--- config.mk ---
export PLATFORM = sky130hd
export DESIGN_NAME = clock_gen
export DESIGN_NICKNAME = d
export VERILOG_FILES = /design/src/rtl/clock_gen.sv
export SDC_FILE = /design/constraint.sdc
export NUM_CORES = 1
export LEC_CHECK = 0
export ABC_AREA = 1
export CAP_MARGIN = 15
export CORE_UTILIZATION = 45
export CTS_CLUSTER_SIZE = 8
export DETAILED_ROUTE_END_ITERATION = 8
export PLACE_DENSITY = 0.65
export SYNTH_ARGS = -nofsm -noshare
export SYNTH_HDL_FRONTEND = slang
export SYNTH_SLANG_ARGS = --single-unit
--- constraint.sdc ---
create_clock -name clk_in -period 4.6 [get_ports clk_in]
set_clock_uncertainty 0.1 [all_clocks]
set_input_delay 1.15 -clock clk_in [delete_from_list [all_inputs] [get_ports clk_in]]
set_output_delay 1.15 -clock clk_in [all_outputs]
set_load 0.01 [all_outputs]
--- src/rtl/clock_gen.sv ---
// -----------------------------------------------------------------------------
// clock_gen
//   Programmable system clock generator for the 6502 core. Divides clk_in by a
//   runtime-loadable divisor D into clk_out: floor(D/2) high cycles, then
//   ceil(D/2) low cycles. phi_rise/phi_fall are single-cycle strobes in the
//   clk_in domain that align with the clk_out edges. It supports free-run, halt
//   and single-step modes for board-level debug.
//
// Ports
//   clk_in      board clock; all logic is on its rising edge
//   rst_n       asynchronous, active-low reset
//   div_in      new divisor value (CNT_W bits)
//   div_load    1-cycle strobe: capture max(div_in, 2) into the pending divisor
//   mode        00 RUN, 01 HALT, 10 STEP, 11 treated as HALT
//   step_req    asynchronous, debounced step button
//   clk_out     divided clock (registered)
//   phi_rise    high in the cycle where clk_out first reads 1
//   phi_fall    high in the cycle where clk_out first reads 0
//   running     high while a period is in progress
//   div_active  divisor currently in effect
// -----------------------------------------------------------------------------
module clock_gen #(
    parameter int CNT_W       = 28,
    parameter int DEFAULT_DIV = 2_000_000,
    parameter int STEP_SYNC   = 2
) (
    input  logic             clk_in,
    input  logic             rst_n,
    input  logic [CNT_W-1:0] div_in,
    input  logic             div_load,
    input  logic [1:0]       mode,
    input  logic             step_req,
    output logic             clk_out,
    output logic             phi_rise,
    output logic             phi_fall,
    output logic             running,
    output logic [CNT_W-1:0] div_active
);
    localparam logic [CNT_W-1:0] DEF_D     = CNT_W'(DEFAULT_DIV);
    localparam logic [CNT_W-1:0] MIN_D     = CNT_W'(2);
    localparam logic [CNT_W-1:0] ONE       = CNT_W'(1);
    localparam logic [1:0]       MODE_RUN  = 2'b00;
    localparam logic [1:0]       MODE_STEP = 2'b10;

    typedef enum logic [1:0] {
        PARK = 2'd0,
        RUN  = 2'd1,
        STEP = 2'd2
    } state_t;

    state_t               state_reg, state_next;
    logic [CNT_W-1:0]     cnt_reg, cnt_next;
    logic [CNT_W-1:0]     pending_reg;
    logic [CNT_W-1:0]     last_cnt;      // D-1 for the divisor in effect now
    logic [CNT_W-1:0]     div_next;      // divisor in effect after this edge
    logic [CNT_W-1:0]     half_next;     // floor(div_next/2): first low count
    logic                 launch;        // counter goes D-1 -> 0 this edge
    logic                 advancing;     // counter moves this edge
    logic                 clk_out_next, phi_rise_next, phi_fall_next;

    // step_req synchroniser chain plus one extra flop for rising-edge detect
    logic [STEP_SYNC-1:0] sync_reg;
    logic [STEP_SYNC-1:0] sync_d;
    logic                 step_prev_reg;
    logic                 step_edge;

    genvar gi;
    generate
        for (gi = 0; gi < STEP_SYNC; gi++) begin : g_sync
            if (gi == 0) begin : g_head
                assign sync_d[gi] = step_req;
            end else begin : g_tail
                assign sync_d[gi] = sync_reg[gi-1];
            end
        end
    endgenerate

    assign step_edge = sync_reg[STEP_SYNC-1] & ~step_prev_reg;
    assign last_cnt  = div_active - ONE;

    // State register
    always_ff @(posedge clk_in or negedge rst_n) begin
        if (!rst_n) begin
            state_reg     <= PARK;
            cnt_reg       <= DEF_D - ONE;
            pending_reg   <= DEF_D;
            div_active    <= DEF_D;
            sync_reg      <= '0;
            step_prev_reg <= 1'b0;
            clk_out       <= 1'b0;
            phi_rise      <= 1'b0;
            phi_fall      <= 1'b0;
            running       <= 1'b0;
        end else begin
            state_reg     <= state_next;
            cnt_reg       <= cnt_next;
            sync_reg      <= sync_d;
            step_prev_reg <= sync_reg[STEP_SYNC-1];
            if (div_load) begin
                pending_reg <= (div_in < MIN_D) ? MIN_D : div_in;
            end
            // The divisor only changes at a period boundary, never mid-period.
            if (launch) begin
                div_active <= pending_reg;
            end
            clk_out  <= clk_out_next;
            phi_rise <= phi_rise_next;
            phi_fall <= phi_fall_next;
            running  <= (state_next != PARK);
        end
    end

    // Next-state logic: mode is only consulted in PARK or at counter == D-1,
    // so a period is never truncated or stretched.
    always_comb begin
        state_next = state_reg;
        cnt_next   = cnt_reg;
        launch     = 1'b0;
        case (state_reg)
            PARK: begin
                if (mode == MODE_RUN) begin
                    launch     = 1'b1;
                    state_next = RUN;
                end else if (mode == MODE_STEP && step_edge) begin
                    launch     = 1'b1;
                    state_next = STEP;
                end
            end
            RUN: begin
                if (cnt_reg == last_cnt) begin
                    if (mode == MODE_RUN) begin
                        launch = 1'b1;
                    end else begin
                        state_next = PARK;
                    end
                end else begin
                    cnt_next = cnt_reg + ONE;
                end
            end
            STEP: begin
                if (cnt_reg == last_cnt) begin
                    state_next = PARK;
                end else begin
                    cnt_next = cnt_reg + ONE;
                end
            end
            default: state_next = PARK;
        endcase
        if (launch) begin
            cnt_next = '0;
        end
    end

    // Output logic. Strobes are gated by advancing so that a held counter
    // (PARK, or the park transition with D=2 where D-1 == D/2) never fires one.
    always_comb begin
        advancing     = launch | ((state_reg != PARK) && (cnt_reg != last_cnt));
        div_next      = launch ? pending_reg : div_active;
        half_next     = div_next >> 1;
        clk_out_next  = (cnt_next < half_next);
        phi_rise_next = advancing && (cnt_next == '0);
        phi_fall_next = advancing && (cnt_next == half_next);
    end

endmodule
==> results of run 1 <==
[layer usage]
metal,wire length (um),up-vias,GRT usage
met5,0,-,0
li1,-,3313,-
met4,340,0,0.0659
met2,8460,226,0.392
met3,1380,30,0.0506
met1,9360,3005,0.378
[layout by cell type (no fill, tap or decap), types with 14 or more instances in the layout]
master	n
nand2_1	268
buf_4	21
dfstp_2	27
clkdlybuf4s50_1	64
xor2_1	16
dfrtp_1	66
ha_1	33
o21ai_0	51
nor2_1	90
nand4_1	32
nand3_1	82
inv_1	177
nor3_1	14
[cell type report]
cell class / instances / area share
repair buffers: 87 / 0.102
well taps: 184 / 0.0283
clock buffers: 13 / 0.0307
inverters: 187 / 0.0867
flip-flops and latches: 93 / 0.290
clock inverters: 3 / 0.00553
multi-input cells: 694 / 0.457
[cell families (layout without fill, tap and decap cells)]
logic type	Yosys count	count (layout)	synth area share
mux	5	5	0.00816
xor+xnor	30	30	0.0441
simple gates	539	539	0.356
compound gates	87	87	0.0700
flops	93	93	0.342
fa+ha+maj	33	33	0.0598
buf+inv	211	290	0.120
[worst paths after layout]
path	from	end	slack, ns	depth (start not counted)
max in group asynchronous	rst_n	cnt_reg[10]	2.75	2
max reg2reg	div_active[0]	clk_out	0.37	24
min in group asynchronous	rst_n	sync_reg[0]	0.86	1
max	div_active[0]	clk_out	0.37	24
min	sync_reg[0]	sync_reg[1]	0.25	0
min reg2reg	sync_reg[0]	sync_reg[1]	0.25	0
[through the flow]
step                      utilization  setup slack, ns
after detailed placement        0.529            0.329
after CTS                       0.549            0.300
after global placement          0.529            0.393
after global routing            0.552          -0.0120
final                           0.552            0.370
after floorplan                     -            0.967
[where the power goes]
part | leakage (uW) | internal [uW] | switching [uW]
Combinational | 0.00288 | 934 | 1420
Clock | 0.000136 | 437 | 300
Sequential | 0.00109 | 1060 | 349
[repair_timing]
item / 4_1_cts / 5_1_grt
buffers inserted: 0 / 4
endpoints found under the setup margin: 0 / 1
gates resized for setup: 0 / 8
==> impl_metrics.yaml, run 1 <==
status:
  status: "finished, final reports clean"
place:
  io_buffer_count: 65
  hpwl_mm: 15.9
  gp_congestion: 0.953
  dpl_cell_area_sq_um: 7800
  post-place-cells: 1241
synth:
  ys_async_sr_fraction: 1.00
  synthTopCellsByCount: "nand2_1, inv_1, nor2_1"
  ys_seq_elements: 93
  synth_edf_count: 0
  yosysWarnings: 0
  synth_most_common_cell: "nand2_1"
  synthCells: 998
  syn-cell-area_sq_um: 6900
  ys_top_cells_by_area: "dfrtp_1, nand2_1, dfstp_2"
  synth.distinct_cells: 44
  synth.top_cell.area_share: 0.239
  ys_seq_area_frac: 0.342
  synth_nets: 1065
  synth_ff_type: "dfrtp_1"
  synth.avg_cell_area_sq_um: 6.91
  synth_top_cell_by_area: "dfrtp_1"
timing:
  hold_slack_ns: 0.249
  period_minus_slack_ns: 4.23
  relSlewSlack: 0.337
  period_share: 0.919
  hold_viol: 0
  setup_tns_ns: 0
  slew_viol_final: 0
  timing.fmax_ghz: 0.236
  final-setup-viol-count: 0
  tightest_slew_ns: 0.994
grt:
  antenna_found_initial: 0
  grt_overflow: 0
  grt_pass1_wl_mm: 31.9
  grt_pass1_vias: 6086
  grt_max_degree: 80
  grt.total_usage: 0.259
critical_path:
  cp_common_cell: "nand2_1"
  cpPeakStageDelay_ns: 0.41
  critPathSlowestCell: "dfrtp_1"
  crit_arrival_ns: 4.34
  worst-path-max-fanout: 31
  start_kind: "register"
  endpoint_kind: "register"
  cp_num_buf_inv: 3
  critical_path_class: "register to register"
  path_cells: "inv_1 > ha_1 > nand3_2 > nor2_4 > nand2_2 > nor2_2 > nand3_1 > nand2_1 > nand2_1 > nor2_1 > nand3_1 > nor2_4 > a21oi_4 > buf_6 > nand3_1 > inv_1 > ha_1 > nand4_1 > nor4_2 > nand2_1 > o211ai_1 > nand2_1 > nor2_1 > nor3b_1"
  crit_family: "simple AND/OR/NAND/NOR gates"
  cp.required_ns: 4.71
cts:
  clk_transition_reported_paths_ns: 0.07
  clock_latency_ns: 0.34
  htreeDepth: 3
  cts_tree: "yes"
  cts_hold_buf: 0
  numCtsBuffers: 9
  clockBufferDepth: 2
  clock_sinks: 93
  cts_root_buf: "clkbuf_16"
drt:
  wirelength_mm: 19.5
  antenna_left: 0
  drc: 0
  routed-via-count: 6574
  dr.pass1.iters: 5
  wl_per_cell_um: 15.5
  drtIter0Drc: 413
  viasPerCell: 5.21
power_and_ir_drop:
  power_uw: 4500
  vdd_drop_max_mv: 0.274
  p_leak_uw: 0.00411
  p_per_area_nw_per_um2: 553
finish:
  stdcell_count: 1261
  stdcell_area_sq_um: 8150
  syn2layout_area_growth_pct: 18.1
  diodes: 0
  layout.nets: 1139
  seq_area_sq_um: 2360
  multi_input_area_sq_um: 3730
  fill_cells: 1444
  drive_above_1_share: 0.103
die:
  start_util: 0.468
  coreArea_sq_um: 14800
  ioPinCount: 66
  row_count: 44
  die_area_sq_um: 15800
  dieHeight_um: 126
  dieWidth_um: 126
flow_run:
  cap_viol_max_count: 0
min_path:
  min_path_type: "register to register"
Power figures use the tool's default switching activity.
==> run 2, diff against run 1 <==
- CTS_CLUSTER_DIAMETER: unset -> 50
==> results of run 2 <==
The final DEF is identical to that of run 1; final timing and power are the same.
==> run 3, diff against run 2 <==
- GPL_TIMING_DRIVEN: unset -> 0
- MAX_ROUTING_LAYER: unset -> met4
- SLEW_MARGIN: unset -> 20
==> run 3 against run 2 <==
  * Combinational power hardly changed
  * Non-clock buffer count is 6 higher
  * Die area stayed put
  * Worst hold slack better by 0.0016 ns
  * Power is 1.5% higher
  * Highest routed layer unchanged
  * Sequential share of layout area is 0.17 points lower
  * Global-route usage is 1.9 points higher
==> impl_metrics.yaml, run 3 (same netlist as run 1, synthesis figures left out) <==
timing:
  hold_slack_ns: 0.251
  period_minus_slack_ns: 4.27
  period_share: 0.929
  hold_viol: 0
  final-setup-viol-count: 0
  rsz0062_at_grt: "false"
  timing.fmax_ghz: 0.234
  slew_viol_final: 0
  relSlewSlack: 0.607
  tightest_slew_ns: 0.585
cts:
  cts_root_buf: "clkbuf_16"
  numCtsBuffers: 9
  htreeDepth: 3
  cts_tree: "yes"
  clk_transition_reported_paths_ns: 0.06
  clock_sinks: 93
  clockBufferDepth: 2
  clock_latency_ns: 0.34
min_path:
  whs_endpoint: "sync_reg[1]"
  hold_start: "sync_reg[0]"
  min_path_cells: 0
  min_path_type: "register to register"
place:
  io_buffer_count: 64
  hpwl_mm: 17.2
  dpl_cell_area_sq_um: 7800
  gp_congestion: 0.984
critical_path:
  timing.rr.start: "div_active[0]"
  crit_arrival_ns: 4.39
  ff2ff_path_depth: 24
  critical_path_class: "register to register"
  cp_common_cell: "nand2_1"
  cp.required_ns: 4.71
  reg2reg_slack_ns: 0.33
  endpoint_kind: "register"
  critPathSlowestCell: "dfrtp_1"
  cpPeakStageDelay_ns: 0.44
  path_cells: "inv_1 > ha_2 > nand3_4 > nor2_4 > nand2_2 > nor2_4 > nand3_1 > nand2_1 > nand2_1 > nor2_1 > nand3_1 > nor2_4 > a21oi_4 > inv_4 > buf_2 > o21ai_0 > ha_1 > nand4_1 > nor4_2 > nand2_1 > o211ai_1 > nand2_1 > nor2_1 > nor3b_1"
  worst-path-max-fanout: 10
  start_kind: "register"
  r2r_end: "clk_out"
die:
  die_area_sq_um: 15800
  dieWidth_um: 126
  ioPinCount: 66
  row_count: 44
  start_util: 0.468
  coreArea_sq_um: 14800
  dieHeight_um: 126
grt:
  grt.total_usage: 0.278
  grt_max_degree: 58
  antenna_found_initial: 0
  grt_pass1_vias: 6198
  grt_pass1_wl_mm: 32.6
  grt_overflow: 0
finish:
  drive_above_1_share: 0.105
  layout_commonest_cell: "nand2_1"
  seq_area_sq_um: 2360
  final_cell_mix: "nand2_1, inv_1, nor2_1"
  fill_cells: 1507
  utilization: 0.556
  layout.nets: 1145
  syn2layout_area_growth_pct: 18.9
  diodes: 0
  stdcell_area_sq_um: 8200
  multi_input_area_sq_um: 3750
power_and_ir_drop:
  p_leak_uw: 0.00410
  vdd_drop_max_mv: 0.259
  p_per_area_nw_per_um2: 557
drt:
  wirelength_mm: 20.7
  drc: 0
  antenna_left: 0
  drtIter0Drc: 436
  viasPerCell: 5.26
  dr.pass1.iters: 5
  wl_per_cell_um: 16.4
  routed-via-count: 6669
flow_run:
  cap_viol_max_count: 0
status:
  status: "finished, final reports clean"
-- run 3: cell count changes in the layout (fill, tap and decap cells not counted), moves of 2 or more --
cell,previous run,this run
buf_2,0,7
buf_1,0,2
buf_6,1,4
clkbuf_1,3,12
o21ai_0,51,49
buf_4,21,6
nor2_1,90,88
-- run 3: per-layer routing --
metal,track usage,up-vias,wire length (um)
li1,-,3320,-
met3,0.0272,39,1220
met2,0.437,238,9610
met4,0.0985,0,459
met5,-,-,0
met1,0.376,3072,9460
-- run 3: worst max path at each step --
stage	slack, ns	start	to
floorplan	0.97	div_active[0]	clk_out
global placement	-1.04	rst_n	cnt_reg[24]
detailed placement	-0.03	div_active[1]	clk_out
CTS	0.02	div_active[1]	clk_out
global route	0.001	div_active[0]	clk_out
finish	0.33	div_active[0]	clk_out
-- run 3: power by group --
part	internal, uW	switching (uW)
sequential	1060	366
combinational	916	1430
clock	506	291
-- run 3: repair_timing --
action	in CTS	in global routing
pin swaps	1	4
cloned	0	0
resized for setup	0	16
hold buffers	0	0
endpoints found under the setup margin	1	2
buffers inserted	1	3
-- run 3: cell type report --
class | instances | area share
plain buffers | 24 | 0.0157
well taps | 184 | 0.0281
inverters | 187 | 0.0859
clock inverters | 3 | 0.00824
repair buffers | 69 | 0.0853
clock buffers | 13 | 0.0317
flip-flops and latches | 93 | 0.288
multi-input cells | 694 | 0.457
-- run 3: critical path, delay by kind of cell (launching register included) --
kind            cells  cell delay [ns]
compound gates      3             0.38
buf+inv             3             0.47
flops               1             0.44
fa+ha+maj           2             0.55
simple gates       16             2.21
-- run 3: through the flow --
stage                     setup WS (ns)  instances  TNS, ns  power (uW)
after detailed placement        -0.0258       1247  -0.0258        3730
after floorplan                   0.967        998        0        2800
after global routing            0.00100       1267        0        4920
after CTS                        0.0197       1264        0        4540
final                             0.328       1267        0        4570
after global placement            -1.04       1246   -68.06        3700
